### src/rtl/imem_loader.sv
// Boot-time instruction memory loader.
// Takes a byte stream of the form LEN[7:0], LEN[15:8], then LEN little-endian
// 32-bit words. Each word is written to instruction SRAM in a one-cycle WRITE
// state. The core is held in reset until the whole image has been written.
// An oversize length or a stalled stream parks the loader in ERR.
//
// state    | meaning
// ---------+------------------------------------------------------------
// LEN_LO   | waiting for length low byte (no timeout)
// LEN_HI   | waiting for length high byte; decides DONE / ERR / DATA
// DATA     | collecting bytes 0..3 of the current word
// WRITE    | single-cycle SRAM write of the assembled word
// DONE     | image complete, core released; terminal until reset
// ERR      | aborted load, core stays in reset; terminal until reset
module imem_loader #(
  parameter logic [15:0] BASE_ADDR = 16'h0000,
  parameter int unsigned MAX_WORDS = 16384,
  parameter int unsigned TIMEOUT   = 1000000
) (
  input  logic        clk,
  input  logic        rst,
  input  logic        in_valid,
  input  logic [7:0]  in_data,
  output logic        in_ready,
  output logic [3:0]  im_w_en,
  output logic [15:0] im_addr,
  output logic [31:0] im_wdata,
  output logic        core_rst,
  output logic        done,
  output logic        err,
  output logic [14:0] words_loaded
);

  typedef enum logic [2:0] {
    S_LEN_LO,
    S_LEN_HI,
    S_DATA,
    S_WRITE,
    S_DONE,
    S_ERR
  } state_t;

  localparam logic [16:0] MAX_W    = 17'(MAX_WORDS);
  localparam bit          TMO_EN   = (TIMEOUT != 0);
  // Idle counter value at which the next idle cycle reaches TIMEOUT.
  localparam logic [20:0] TMO_LAST = TMO_EN ? 21'(TIMEOUT - 1) : 21'd0;

  state_t      state_q, state_d;
  logic [15:0] len_q, len_d;
  logic [1:0]  idx_q, idx_d;
  logic [20:0] tmo_q, tmo_d;
  logic [31:0] wdata_q, wdata_d;
  logic [15:0] addr_q, addr_d;
  logic [14:0] wl_q, wl_d;
  logic        ready_q, ready_d;
  logic [3:0]  wen_q, wen_d;
  logic        done_q, done_d;
  logic        err_q, err_d;
  logic        core_rst_q, core_rst_d;

  logic        hs;
  logic [15:0] len_full;
  logic [14:0] wl_inc;
  logic        tmo_hit;
  logic [20:0] tmo_inc;

  // Next-state logic, datapath updates and registered-output precompute.
  always_comb begin
    hs       = in_valid & ready_q;
    len_full = {in_data, len_q[7:0]};
    wl_inc   = wl_q + 15'd1;
    tmo_hit  = TMO_EN && (tmo_q == TMO_LAST);
    tmo_inc  = (tmo_q == '1) ? tmo_q : tmo_q + 21'd1;

    state_d = state_q;
    len_d   = len_q;
    idx_d   = idx_q;
    tmo_d   = tmo_q;
    wdata_d = wdata_q;
    addr_d  = addr_q;
    wl_d    = wl_q;

    case (state_q)
      S_LEN_LO: begin
        if (hs) begin
          len_d[7:0] = in_data;
          tmo_d      = '0;
          state_d    = S_LEN_HI;
        end
      end
      S_LEN_HI: begin
        if (hs) begin
          len_d = len_full;
          tmo_d = '0;
          idx_d = '0;
          if (len_full == 16'd0)            state_d = S_DONE;
          else if ({1'b0, len_full} > MAX_W) state_d = S_ERR;
          else                               state_d = S_DATA;
        end else if (tmo_hit) begin
          state_d = S_ERR;
        end else begin
          tmo_d = tmo_inc;
        end
      end
      S_DATA: begin
        if (hs) begin
          case (idx_q)
            2'd0:    wdata_d[7:0]   = in_data;
            2'd1:    wdata_d[15:8]  = in_data;
            2'd2:    wdata_d[23:16] = in_data;
            default: wdata_d[31:24] = in_data;
          endcase
          idx_d = idx_q + 2'd1;
          tmo_d = '0;
          if (idx_q == 2'd3) state_d = S_WRITE;
        end else if (tmo_hit) begin
          state_d = S_ERR;
        end else begin
          tmo_d = tmo_inc;
        end
      end
      S_WRITE: begin
        // The SRAM captures the word on the edge that leaves this state.
        wl_d   = wl_inc;
        addr_d = addr_q + 16'd4;
        tmo_d  = '0;
        state_d = ({1'b0, wl_inc} == len_q) ? S_DONE : S_DATA;
      end
      S_DONE:  state_d = S_DONE;
      S_ERR:   state_d = S_ERR;
      default: state_d = S_ERR;
    endcase

    ready_d    = (state_d == S_LEN_LO) || (state_d == S_LEN_HI) || (state_d == S_DATA);
    wen_d      = (state_d == S_WRITE) ? 4'b1111 : 4'b0000;
    done_d     = (state_d == S_DONE);
    err_d      = (state_d == S_ERR);
    core_rst_d = (state_d != S_DONE);
  end

  // State and output registers; every output comes straight from a flop.
  always_ff @(posedge clk or negedge rst) begin
    if (!rst) begin
      state_q    <= S_LEN_LO;
      len_q      <= '0;
      idx_q      <= '0;
      tmo_q      <= '0;
      wdata_q    <= '0;
      addr_q     <= BASE_ADDR;
      wl_q       <= '0;
      ready_q    <= 1'b0;
      wen_q      <= '0;
      done_q     <= 1'b0;
      err_q      <= 1'b0;
      core_rst_q <= 1'b1;
    end else begin
      state_q    <= state_d;
      len_q      <= len_d;
      idx_q      <= idx_d;
      tmo_q      <= tmo_d;
      wdata_q    <= wdata_d;
      addr_q     <= addr_d;
      wl_q       <= wl_d;
      ready_q    <= ready_d;
      wen_q      <= wen_d;
      done_q     <= done_d;
      err_q      <= err_d;
      core_rst_q <= core_rst_d;
    end
  end

  assign in_ready     = ready_q;
  assign im_w_en      = wen_q;
  assign im_addr      = addr_q;
  assign im_wdata     = wdata_q;
  assign core_rst     = core_rst_q;
  assign done         = done_q;
  assign err          = err_q;
  assign words_loaded = wl_q;

endmodule

### config.mk
export PLATFORM = sky130hd
export DESIGN_NAME = imem_loader
export DESIGN_NICKNAME = d
export VERILOG_FILES = /design/src/rtl/imem_loader.sv
export SDC_FILE = /design/constraint.sdc
export NUM_CORES = 1
export LEC_CHECK = 0
export CAP_MARGIN = 10
export CORE_MARGIN = 2
export CORE_UTILIZATION = 30
export CTS_CLUSTER_DIAMETER = 40
export DETAILED_ROUTE_END_ITERATION = 7
export SLEW_MARGIN = 20
export SYNTH_ARGS = -nofsm -noshare
export SYNTH_HDL_FRONTEND = slang
export SYNTH_SLANG_ARGS = --single-unit
### constraint.sdc
create_clock -name clk -period 5.31 [get_ports clk]
set_input_delay 1.3275 -clock clk [delete_from_list [all_inputs] [get_ports clk]]
set_output_delay 1.3275 -clock clk [all_outputs]
set_load 0.02 [all_outputs]
# Yosys cells after proc, flatten, opt, wreduce, memory -nomap -nowiden
# Index checks and enable logic that the tools add are counted.
# word_totals
register_bits	113
latchBits	0
ram_bits	0
rom_bits	0
in_bits	11
word_cells	83
memories	0
# op_classes
add_sub_neg	4
mul	0
div_mod_pow	0
n_lt_le_gt_ge	1
eq_ne	21
n_shift	0
n_mux	20
bitwise_logic	3
reduce_logical	18
# op_table
op	n
21-bit two-way mux	4
21-bit one-hot mux with 3 select lines	1
3-bit two-way mux	8
21-bit by 1-bit adder with 21-bit output (second input constant)	1
21-bit by 20-bit == test with 1-bit output (second input constant)	1
21-bit == test (second input constant)	1
3-bit AND reduction	6
16-bit by 3-bit adder with 16-bit output (second input constant)	1
15-bit by 16-bit == test with 1-bit output	1
16-bit by 15-bit greater-than comparator with 1-bit output (second input constant)	1
16-bit zero test	1
8-bit one-hot mux with 2 select lines	1
15-bit by 1-bit adder with 15-bit output (second input constant)	1
3-bit one-hot mux with 5 select lines	1
3-bit by 2-bit == test with 1-bit output (second input constant)	4
3-bit == test (second input constant)	3
3-bit inequality test (second input constant)	3
8-bit two-way mux	1
3-bit by 1-bit == test with 1-bit output (second input constant)	2
3-bit zero test	2
2-bit inequality test (second input constant)	3
2-bit == test (second input constant)	2
2-bit two-way mux	2
4-bit two-way mux	1
13 further kinds	15

# Depth between registers and ports, before layout
# Gate-level depths: netlist (run 1).
# depth
depth_word	8
mapped_depth	8

# Worst setup path before layout (run 1)
# No wires, ideal clock.
# synth_path
path_type	input -> register
startpoint	input in_valid
endpoint	register tmo_q[18]
setup_ns	0.117
arrival_time_ns	2.478
t_required_ns	5.193
setup_slack_ns	2.714
stages	7
path_buffers	1
cell_sequence	nand2_1 -> a21oi_1 -> clkbuf_1 -> nand3_1 -> a21oi_1 -> a31o_2 -> nand2_1
# synth_between
elab_chain_len	3
elab_cells_between_ends	7
classes_between	3 x eq/ne; 2 x mux; 1 x bitwise; 1 x reduce/logical
# synth_lines
element	line	source
start, declared	22	input logic in_valid,
1-bit AND *	69	hs = in_valid & ready_q;
3-bit inequality test (no line), or another cell as far along	n/a	
4-bit AND reduction (no line) / 21-bit one-hot mux with 3 select lines (equally long branches)	n/a	
end signal, assigned	160	tmo_q <= tmo_d;
end, declared	51	logic [20:0] tmo_q, tmo_d;
# Mark *: on every way between the ends. The rest lies on a longest branch, timed or not.
# A chain may end at the register's enable or synchronous reset.

# Worst setup path after layout (run 1)
# layout_path
startpoint	input in_valid
endpoint	register tmo_q[16]
# Same word-level chain as after synthesis.

==> results of run 1 <==
[sequential cells by signal, summed over array words and instances (netlist names)]
name and flops:
done 1, im_addr 14, words_loaded 15, err 1, state_q 3, idx_q 2
len_q 16, core_rst 1, im_wdata 32, in_ready 1, im_w_en 1, tmo_q 21
[stage by stage]
stage | setup slack [ns] | hold slack [ns] | total power, mW | cell area, um2
CTS | 1.66 | 0.485 | 3.08 | 6700
global placement | 1.40 | 0.464 | 2.25 | 6350
finish | 1.59 | 0.475 | 3.04 | 6700
floorplan | 2.71 | 0.480 | 1.82 | 5380
global route | 1.39 | 0.521 | 3.21 | 6700
detailed placement | 1.28 | 0.474 | 2.28 | 6350
[worst max-delay path, cell delays in order]
cell,delay [ns]
clkdlybuf4s50_1,0.48
nand3b_1,0.24
nand2_1,0.52
nor2_1,0.81
a21oi_1,0.27
xnor2_1,0.23
nor2_1,0.06
[where the power goes]
| group | leakage (nW) | internal (mW) | total (mW) | switching (mW) |
|---|---|---|---|---|
| clock network | 0.173 | 0.474 | 0.784 | 0.310 |
| logic | 1.22 | 0.520 | 1.01 | 0.492 |
| registers | 1.41 | 1.05 | 1.25 | 0.198 |
[worst max path at each step]
stage               startpoint   endpoint  slack, ns  depth (start not counted)
floorplan             in_valid  tmo_q[18]       2.71                          7
finish                in_valid  tmo_q[16]       1.59                          7
CTS                   in_valid  tmo_q[18]       1.66                          7
global placement      in_valid  tmo_q[18]       1.40                          7
detailed placement    in_valid  tmo_q[18]       1.28                          7
global route          in_valid  tmo_q[16]       1.39                          7
[cells in the final DEF (no fill, tap or decap), types with 3 or more instances in the layout]
| cell | n |
|---|---|
| a21o_1 | 3 |
| a21oi_1 | 14 |
| a31oi_1 | 5 |
| and3_1 | 4 |
| and4_1 | 8 |
| bufinv_16 | 3 |
| clkbuf_16 | 9 |
| clkdlybuf4s50_1 | 78 |
| dfrtp_1 | 107 |
| ha_1 | 7 |
| inv_1 | 5 |
| mux2_2 | 50 |
| mux2i_1 | 4 |
| nand2_1 | 43 |
| nand2b_1 | 4 |
| nand3_1 | 18 |
| nand3b_1 | 5 |
| nand4_1 | 13 |
| nor2_1 | 32 |
| nor2b_1 | 6 |
| nor3_1 | 11 |
| nor3b_1 | 4 |
| nor4_1 | 12 |
| o2111ai_1 | 3 |
| o211ai_1 | 4 |
| o21a_1 | 3 |
| o21ai_0 | 12 |
| or3_1 | 5 |
| xnor2_1 | 35 |
| xor2_1 | 17 |
[routing by layer]
metal	vias up	GRT usage (%)
met3	14	2.56
met1	2018	19.7
met4	0	4.99
met2	99	23.4
li1	1907	-
met5	-	0
[cells by family after synthesis]
group | synth area share [%]
xor gates and xnor gates | 8.46
and+or+nand+nor | 18.3
muxes | 11.2
adders and majority gates | 1.63
DFF | 50.3
AOI/OAI and AO/OA | 7.72
buffers and inverters | 2.37
other | 0.0697
[area by class of cell]
type                    instances  area [um2]  share of cell area (%)
well taps                     225         282                    4.20
clock buffers                  10         239                    3.56
flip-flops and latches        108        2700                    40.3
clock inverters                 6         109                    1.62
multi-input cells             358        2550                    38.1
repair buffers                 80         800                    11.9
inverters                       5        18.8                   0.280
==> flow_metrics.tcl, run 1 <==
set metrics [dict create \
    viasPerCell 5.10 \
    reg2reg_depth 6 \
    yosysUniqueCellTypes 59 \
    grt_max_degree 79 \
    utilization_pct 38.5 \
    final-setup-viol-count 0 \
    grt_overflow 0 \
    worstHoldPathCells 1 \
    critPathArrivalTime_ns 3.93 \
    dieArea_um2 19000 \
    routed_wl_um 12800 \
    dp_hpwl_um 9170 \
    synth_area_leaders "dfrtp_1, mux2_2, xnor2_1, nand2_1, xor2_1" \
    skew_ns 0.00814 \
    antenna_found_initial 0 \
    min_from "im_addr[15]" \
    worst_hold_path_type "register to register" \
    cts_buffers 9 \
    wl_met1_um 6030 \
    die_w_um 138 \
    slew_headroom_pct 34.7 \
    wl_met2_um 6030 \
    portBuffers 79 \
    first_pass_iters 4 \
    maxSlewViolCount 0 \
    place_inst 776 \
    yosysMostFrequentCell "dfrtp_1" \
    synth_edf_count 0 \
    synth_commonest_cells "dfrtp_1, mux2_2, nand2_1" \
    cts_hold_buf 0 \
    ios 82 \
    grt_setup_unrepaired "false" \
    area_growth_syn_to_layout_pct 24.6 \
    seq_area_frac_synth_pct 50.3 \
    tightest_slew_ns 0.980 \
    cts.sinks 108 \
    n_antenna_cell 0 \
    hold_viol_final 0 \
    rrSetupSlack_ns 2.08 \
    cts_root_buf "clkbuf_16" \
    max_freq_ghz 0.269 \
    async_reset_ff_share_pct 100 \
    grt_pass1_wl_um 21200 \
    end_kind "register" \
    ys_ff_latch 108 \
    dr.first_iter.drc_count 288 \
    start_util_pct 30.9 \
    grt_pass1_vias 4035 \
    synth_top_area_share_pct 49.8 \
    cellLeakagePower_nw 2.81 \
    yosysTopAreaCell "dfrtp_1" \
    cts_setup_buffers 0 \
    htreeDepth 3 \
    cp_max_fo 22 \
    fin_crit_sh_pct 70.0 \
    drc 0 \
    maxUsedRoutingLayer "met4" \
    clk_path_buf_depth 2 \
    r2r_end "tmo_q[16]" \
    rr_startpoint "state_q[2]" \
    holdPathEnd "im_addr[15]" \
    postRouteAntennaNets 0 \
    peakVddDrop_mv 0.207 \
    fill_cells 1713 \
    period_needed_ns 3.72 \
    clk-insertion-delay-late_ns 0.35 \
    gr-usage-all-layers_pct 14.5 \
    fin_setup_tns_ns 0 \
    fin_cells 792 \
    post_cts_resized 0 \
    path_class "input port to register" \
    via_count 4038 \
    required_ns 5.52 \
    power_density_nw_per_um2 454 \
    synth_ff_type "dfrtp_1" \
    synth_area_um2 5380 \
    outcome "completed" \
    cts_tree "yes" \
    max_cap_viol_count 0 \
    wl_per_cell_um 16.2 \
    nNetsFinal 580 \
    route.met3.wl_um 572 \
    syn-mean-instance-area_um2 10.9 \
    startpoint_type "input port" \
    clk_transition_reported_paths_ns 0.07 \
    synth_warnings 0 \
    drive_gt1_share_pct 13.8 \
    gp_congestion 0.862 \
    fp.coreArea_um2 17400 \
    rows 48 \
    die_h_um 138 \
    synthCells 493 \
]
(Power assumes the default switching activity.)
==> run 2: changes to the inputs <==
- clock period: 5.31 -> 3.49 ns (I/O delays scaled with it)
==> run 2 against run 1 <==
Compared with the run above: routed wire length is 0.28% lower; critical path type is now register to register; first-iteration DRC count rose by 3.5%; flip-flop and latch count unchanged; setup slack lost 0.71 ns; critical path depth is the same; sequential power up 53%; worst hold slack improved by 0.010 ns; total power is 49% higher; clock power is 35% higher; die area did not move; global-route usage is 0.30 points lower; combinational power increased by 55%.
==> flow_metrics.tcl, run 2 (synthesis gave the netlist of run 1 again) <==
set metrics [dict create \
    outcome "completed" \
    cts_hold_buf 0 \
    maxSlewViolCount 0 \
    dieArea_um2 19000 \
    cts_tree "yes" \
    skew_ns 0.00698 \
    fp.coreArea_um2 17400 \
    multi_input_area_um2 2550 \
    start_util_pct 30.9 \
    ios 82 \
    first_pass_iters 4 \
    htreeDepth 3 \
    n_antenna_cell 0 \
    fin_ws_ns 0.880 \
    final_area_um2 6730 \
    wl_per_cell_um 16.0 \
    via_count 3996 \
    cts_setup_buffers 0 \
    dp_hpwl_um 9360 \
    postRouteAntennaNets 0 \
    final_common_cell "dfrtp_1" \
    cp_slowest_cell "a32oi_1" \
    post_cts_resized 0 \
    dpl_cell_area_um2 6420 \
    fin_crit_sh_pct 74.8 \
    area_growth_syn_to_layout_pct 25.2 \
    grt_pass1_wl_um 20800 \
    grt_overflow 0 \
    end_kind "register" \
    max_freq_ghz 0.383 \
    dr.first_iter.drc_count 298 \
    viasPerCell 5.00 \
    mostFrequentLayoutCells "dfrtp_1, clkdlybuf4s50_1, mux2_2, nand2_1, xnor2_1" \
    cp_cell_sequence "ha_1 -> nand3_1 -> nor4_1 -> a32oi_1 -> o211ai_1 -> or3_1 -> a21oi_1" \
    crit_buf_inv 0 \
    drive_gt1_share_pct 15.0 \
    portBuffers 79 \
    peakVddDrop_mv 0.355 \
    grt_max_degree 56 \
    pre_cts_ws_ns 0.628 \
    period_needed_ns 2.61 \
    die_w_um 138 \
    die_h_um 138 \
    final-setup-viol-count 0 \
    startpoint_type "register" \
    clk-insertion-delay-late_ns 0.35 \
    antenna_found_initial 0 \
    max_cap_viol_count 0 \
    crit_family "compound AO/OA/AOI/OAI gates" \
    cts.sinks 108 \
    hold_viol_final 0 \
    grt_setup_unrepaired "false" \
    cellLeakagePower_nw 2.83 \
    power_density_nw_per_um2 673 \
    nNetsFinal 588 \
    cts_buffers 9 \
    fill_cells 1691 \
    routed_wl_um 12800 \
    tightest_slew_ns 0.878 \
    drc 0 \
    largest_reg_flops 32 \
    rows 48 \
    gr-usage-all-layers_pct 14.2 \
    grt_pass1_vias 4006 \
    cts_root_buf "clkbuf_16" \
    clk_path_buf_depth 2 \
    path_class "register to register" \
    fin_setup_tns_ns 0 \
    regArea_um2 2700 \
    gp_congestion 0.864 \
    critPathArrivalTime_ns 2.89 \
    required_ns 3.77 \
    slew_headroom_pct 41.5 \
    worst_hold_path_type "register to register" \
    slowest_delay_ns 0.71 \
    clk_transition_reported_paths_ns 0.08 \
    cp_max_fo 8 \
]
[run 2: changes by cell type in the layout (fill, tap and decap cells not counted), sizes merged]
cell,previous run,this run
clkbuf,10,9
buf,2,10
bufinv,3,0
inv,6,10
[run 2: stage by stage]
stage | total power, mW | utilization (%) | hold slack [ns] | instances
after floorplan | 2.77 | - | 0.480 | 494
after global placement | 3.48 | 36.9 | 0.463 | 784
after detailed placement | 3.51 | 36.9 | 0.478 | 784
after CTS | 4.59 | 38.7 | 0.488 | 800
after global routing | 4.80 | 38.7 | 0.513 | 800
final | 4.53 | 38.7 | 0.485 | 800
[run 2: routing by layer]
metal  vias to the layer above  track usage, %  part of all wire (%)
met3                        10            3.47                   4.3
met1                      1963            19.0                    48
li1                       1929               -                     -
met4                         0            4.14                   1.3
met5                         -               0                     0
met2                        94            22.8                    47
[run 2: where the power goes]
part | internal [mW] | leakage [nW] | switching [mW]
clock | 0.520 | 0.152 | 0.536
sequential | 1.60 | 1.41 | 0.314
combinational | 0.806 | 1.27 | 0.762
total | 2.92 | 2.83 | 1.61
[run 2: path summary, 6_finish.rpt]
check	to	cells after the start	slack [ns]	from
max	tmo_q[14]	7	0.88	tmo_q[0]
min	im_addr[15]	1	0.48	im_addr[15]
max reg2reg	tmo_q[14]	7	0.88	tmo_q[0]
min reg2reg	im_addr[15]	1	0.48	im_addr[15]
max in group asynchronous	core_rst	2	2.15	rst
min in group asynchronous	im_wdata[2]	1	0.56	rst
[run 2: worst reg2reg max path: cells and delay by family, from the launching register on]
family          cells  cell delay [ns]
compound gates      3             1.11
flops               1             0.43
fa+ha+maj           1             0.23
simple gates        3             0.76
[run 2: area by class of cell]
| cell class | count | area share, % |
|---|---|---|
| multi-input combinational | 358 | 37.9 |
| tap | 225 | 4.18 |
| timing repair buffer | 88 | 12.9 |
| clock inverter | 7 | 1.24 |
| clock buffer | 9 | 3.34 |
| inverter | 5 | 0.279 |
| sequential | 108 | 40.2 |
